`src/rtl/imem_loader_pkg.sv`:
```
// Shared processor definitions for the instruction-memory loader: FSM state
// encoding and instruction field layout.
package imem_loader_pkg;

  typedef enum logic [2:0] {
    ST_IDLE = 3'd0,
    ST_LEN  = 3'd1,
    ST_LOAD = 3'd2,
    ST_CSUM = 3'd3,
    ST_DONE = 3'd4,
    ST_ERR  = 3'd5
  } state_t;

  // Instruction byte layout: opcode[7:5], rs[4], rt/rd[3], imm[2:0]
  localparam int OPC_MSB = 7;
  localparam int OPC_LSB = 5;
  localparam int RS_BIT  = 4;
  localparam int RD_BIT  = 3;
  localparam int IMM_MSB = 2;
  localparam int IMM_LSB = 0;

  // Reassembles an instruction byte from its fields; the loader stores bytes
  // verbatim, so this is the identity over the shared field layout.
  function automatic logic [7:0] instr_fields(input logic [7:0] b);
    return {b[OPC_MSB:OPC_LSB], b[RS_BIT], b[RD_BIT], b[IMM_MSB:IMM_LSB]};
  endfunction

endpackage

```
`src/rtl/imem_loader.sv`:
```
// Streams a length-prefixed, optionally checksummed program into instruction
// memory while holding the processor in reset.
//
// state | meaning
// IDLE  | waiting for start after reset
// LEN   | expecting the length byte
// LOAD  | writing program bytes to imem
// CSUM  | expecting the trailing XOR checksum
// DONE  | load succeeded, processor released
// ERR   | bad length or checksum, processor held
module imem_loader
  import imem_loader_pkg::*;
#(
  parameter int MAX_LEN     = 255,
  parameter bit CHECKSUM_EN = 1'b1
) (
  input  logic       clk,
  input  logic       reset,
  input  logic       start,
  input  logic       in_valid,
  input  logic [7:0] in_data,
  output logic       in_ready,
  output logic       imem_we,
  output logic [7:0] imem_addr,
  output logic [7:0] imem_wdata,
  output logic       cpu_hold,
  output logic       busy,
  output logic       done,
  output logic       err,
  output logic [7:0] load_count
);

  state_t     state, next_state;
  logic [7:0] len;
  logic [7:0] csum;
  logic       accept;
  logic       len_bad;
  logic       last_byte;
  logic       restart;

  assign accept    = in_valid & in_ready;
  assign len_bad   = (in_data == 8'd0) || (int'(in_data) > MAX_LEN);
  assign last_byte = ((load_count + 8'd1) == len);
  assign restart   = start && (state inside {ST_IDLE, ST_DONE, ST_ERR});

  always_comb begin
    next_state = state;
    case (state)
      ST_IDLE, ST_DONE, ST_ERR: if (start) next_state = ST_LEN;
      ST_LEN:  if (accept) next_state = len_bad ? ST_ERR : ST_LOAD;
      ST_LOAD: if (accept && last_byte) next_state = CHECKSUM_EN ? ST_CSUM : ST_DONE;
      ST_CSUM: if (accept) next_state = (in_data == csum) ? ST_DONE : ST_ERR;
      default: next_state = ST_IDLE;
    endcase
  end

  always_ff @(posedge clk or negedge reset) begin
    if (!reset) begin
      state    <= ST_IDLE;
      in_ready <= 1'b0;
    end else begin
      state    <= next_state;
      in_ready <= next_state inside {ST_LEN, ST_LOAD, ST_CSUM};
    end
  end

  // Address and data only move on a write, so they stay stable between pulses.
  always_ff @(posedge clk or negedge reset) begin
    if (!reset) begin
      imem_we    <= 1'b0;
      imem_addr  <= 8'd0;
      imem_wdata <= 8'd0;
      load_count <= 8'd0;
      csum       <= 8'd0;
      len        <= 8'd0;
    end else begin
      imem_we <= 1'b0;
      if (restart) begin
        load_count <= 8'd0;
        csum       <= 8'd0;
      end
      if (state == ST_LEN && accept) begin
        len <= in_data;
      end
      if (state == ST_LOAD && accept) begin
        imem_we    <= 1'b1;
        imem_addr  <= load_count;
        imem_wdata <= instr_fields(in_data);
        load_count <= load_count + 8'd1;
        csum       <= csum ^ in_data;
      end
    end
  end

  assign busy     = state inside {ST_LEN, ST_LOAD, ST_CSUM};
  assign done     = (state == ST_DONE);
  assign err      = (state == ST_ERR);
  assign cpu_hold = (state != ST_DONE);

endmodule

```
`config.mk`:
```
export PLATFORM = sky130hd
export DESIGN_NAME = imem_loader
export DESIGN_NICKNAME = d
export VERILOG_FILES = /design/src/rtl/imem_loader_pkg.sv /design/src/rtl/imem_loader.sv
export SDC_FILE = /design/constraint.sdc
export NUM_CORES = 1
export LEC_CHECK = 0
export ABC_AREA = 1
export CAP_MARGIN = 20
export CELL_PAD_IN_SITES_DETAIL_PLACEMENT = 0
export CELL_PAD_IN_SITES_GLOBAL_PLACEMENT = 1
export CORE_MARGIN = 2
export CORE_UTILIZATION = 40
export DETAILED_ROUTE_END_ITERATION = 8
export PLACE_DENSITY = 0.95
export SETUP_SLACK_MARGIN = 0.1
export SYNTH_ARGS = -nofsm -noshare
export SYNTH_HDL_FRONTEND = slang
export SYNTH_SLANG_ARGS = --single-unit
export TNS_END_PERCENT = 20
```
`constraint.sdc`:
```
create_clock -name clk -period 3.55 [get_ports clk]
set_input_delay 0.71 -clock clk [delete_from_list [all_inputs] [get_ports clk]]
set_output_delay 0.71 -clock clk [all_outputs]
set_load 0.1 [all_outputs]
```
==> results.sh <==
export IMPL_fin_tns_setup_ps=0
export IMPL_critical_path_class="flip-flop to output port"
export IMPL_cpMaxStageDelayCell="clkdlybuf4s50_1"
export IMPL_diodes=0
export IMPL_grt_max_degree=46
export IMPL_clk_latency_ps=290
export IMPL_p_int_mw=1.21
export IMPL_hp_class="primary input to async pin"
export IMPL_synthAdderAreaFrac=0.00585
export IMPL_drt_iter0_drc=97
export IMPL_timing_slew_headroom=0.349
export IMPL_dieWidth_microns=77.1
export IMPL_switching_share=0.542
export IMPL_r2r_end="in_ready"
export IMPL_fin_crit_ps=2630
export IMPL_routed_wl_mm=4.52
export IMPL_postSynthCellCount=262
export IMPL_syn_to_final_growth_pct=26.5
export IMPL_finClkSkew_ps=7.55
export IMPL_fin_util=0.526
export IMPL_whs_ps=290
export IMPL_num_vias=1795
export IMPL_combPwrFrac=0.570
export IMPL_path_cells="clkdlybuf4s50_1"
export IMPL_drc=0
export IMPL_end_kind="output port"
export IMPL_cts_sinks=45
export IMPL_wl_per_cell_microns=12.0
export IMPL_cp_arrival_ps=1920
export IMPL_critical_path_required_ps=2840
export IMPL_gp_congestion=0.814
export IMPL_drive_gt1_frac=0.0719
export IMPL_grt_pass1_vias=1700
export IMPL_post_cts_resized=0
export IMPL_irDropWorstVdd_uv=539
export IMPL_fin_crit_sh=0.741
export IMPL_synthesis_nets=275
export IMPL_final_hold_violation_count=0
export IMPL_yosys_area_share_simple=0.256
export IMPL_chipHeight_microns=77.1
export IMPL_crit_path_max_fanout=6
export IMPL_final_cell_mix="nand2_1, dfrtp_1, inv_1, clkdlybuf4s50_1, o21ai_0"
export IMPL_cts_clk_slew_worst_paths_ps=80
export IMPL_fmax_ghz=0.380
export IMPL_rsz0062_at_grt="no"
export IMPL_yosys_warnings=0
export IMPL_cts_buffer_depth=2
export IMPL_worst_slack_ps=920
export IMPL_hold_buffers=0
export IMPL_cts_tree="done"
export IMPL_ys_seq_area_frac=0.527
export IMPL_clkPwrFrac=0.120
export IMPL_r2r_cells=9
export IMPL_max_stage_delay_ps=1170
export IMPL_power_frac_seq=0.309
export IMPL_ant_nets=0
export IMPL_synth_xor_xnor_area_share=0.0369
export IMPL_cp_start_kind="flip-flop"
export IMPL_grtUsageTotal=0.166
export IMPL_setup_viol=0
export IMPL_synth_top_family_by_area="simple AND/OR/NAND/NOR gates"
export IMPL_grt_first_pass_wirelength_mm=7.94
export IMPL_p_switching_mw=1.43
export IMPL_synth_cell_types=26
export IMPL_power_leakage_nw=1.31
export IMPL_outcome="finished clean"
export IMPL_worst_pin_slew_ps=974
export IMPL_start_util=0.416
export IMPL_cts_root_buf="clkbuf_8"
export IMPL_grt_ovfl_total=0
export IMPL_cts_setup_buffers=0
export IMPL_drt_pass1_iter_count=4
export IMPL_crit_family="buffers and inverters"
export IMPL_layout_commonest_cell="nand2_1"
export IMPL_avgSynthCellArea_sq_um=8.16
export IMPL_cts_buffers=5
export IMPL_synth_compound_area_frac=0.103
export IMPL_syn_area_sq_um=2140
export IMPL_antenna_found_initial=0
export IMPL_ys_ff_latch=45
export IMPL_r2r_start="state[1]"
export IMPL_critPathBufInv=1
export IMPL_maxSlewViolCount=0
export IMPL_reg2reg_slack_ps=1780
export IMPL_dp_hpwl_mm=3.31
export IMPL_core_area_sq_um=5140
export IMPL_power_density_nw_per_um2=974
export IMPL_rows=26
export IMPL_place_worst_setup_slack_ps=1070
export IMPL_synthMuxAreaShare=0
export IMPL_vias_per_cell=4.77
export IMPL_port_buffers=41
export IMPL_filler_cell_count=524
export IMPL_htree_levels=2
export IMPL_die_area_sq_um=5940
export IMPL_cap_viol_max_count=0
export IMPL_io_pins=42
export IMPL_final_nets=319
[routing by layer]
| metal | wire, microns | vias to the layer above | share of wire | track usage |
|---|---|---|---|---|
| met5 | 0 | - | 0 | 0 |
| met4 | 48 | 0 | 0.011 | 0.0482 |
| met3 | 163 | 7 | 0.036 | 0.0365 |
| met2 | 2220 | 32 | 0.49 | 0.280 |
| met1 | 2090 | 824 | 0.46 | 0.215 |
| li1 | - | 932 | - | - |
[area by class of cell]
| class | instances | area, sq um | share of cell area |
|---|---|---|---|
| clock buffers | 7 | 86.3 | 0.0319 |
| inverters | 34 | 128 | 0.0472 |
| repair buffers | 43 | 415 | 0.154 |
| multi-input cells | 177 | 860 | 0.318 |
| flip-flops and latches | 45 | 1130 | 0.417 |
| well taps | 70 | 87.6 | 0.0324 |
[power groups by stage]
stage                     registers [mW]  logic, mW  clock network, mW
after global placement             0.819       1.50                  0
after detailed placement           0.825       1.51                  0
after global routing               0.840       1.60              0.346
after floorplan                     1.50      0.489                  0
after CTS                          0.816       1.51              0.321
final                              0.814       1.50              0.317
[registers in the layout (all words and copies together) (netlist names)]
name,flops
len,8
csum,8
in_ready,1
imem_wdata,8
load_count,8
state,3
imem_addr,8
imem_we,1
[logic make-up (layout without fill, tap and decap cells)]
logic type      after synthesis  after routing
simple gates                126            126
fa+ha+maj                     1              1
flops                        45             45
compound gates               41             41
xor+xnor                      9              9
buf+inv                      40             84
[worst max-delay path by stage]
| stage | end | start | slack (ps) | depth (start not counted) |
|---|---|---|---|---|
| floorplan | done | state[0] | 850 | 3 |
| global placement | in_ready | in_valid | 1120 | 9 |
| detailed placement | in_ready | in_valid | 1070 | 9 |
| CTS | load_count[0] | load_count[0] | 910 | 1 |
| global route | load_count[0] | load_count[0] | 880 | 1 |
| finish | load_count[0] | load_count[0] | 920 | 1 |
[stage by stage]
stage                     power (mW)  cell area (sq um)  cells
after floorplan                 1.99               2140    262
after global placement          2.32               2600    368
after detailed placement        2.33               2600    368
after CTS                       2.65               2680    375
after global routing            2.79               2700    376
final                           2.63               2700    376
[synth_stat cells, drive strengths merged]
| master | n | area share |
|---|---|---|
| nand3b | 1 | 0.0035 |
| buf | 1 | 0.0023 |
| nand3 | 19 | 0.047 |
| nor2 | 15 | 0.029 |
| o21a | 1 | 0.0035 |
| ha | 1 | 0.0059 |
| nor3b | 1 | 0.0035 |
| a21oi | 2 | 0.0047 |
| xnor2 | 5 | 0.020 |
| o211ai | 1 | 0.0035 |
| o21bai | 1 | 0.0035 |
| nor3 | 3 | 0.0094 |
| o21ai | 30 | 0.070 |
| xor2 | 4 | 0.016 |
| dfrtp | 45 | 0.53 |
| inv | 34 | 0.060 |
| o22ai | 6 | 0.018 |
| nand2 | 78 | 0.14 |
| nand4 | 9 | 0.026 |
| clkbuf | 5 | 0.0088 |
No activity file was read; power rests on OpenSTA's default activity.
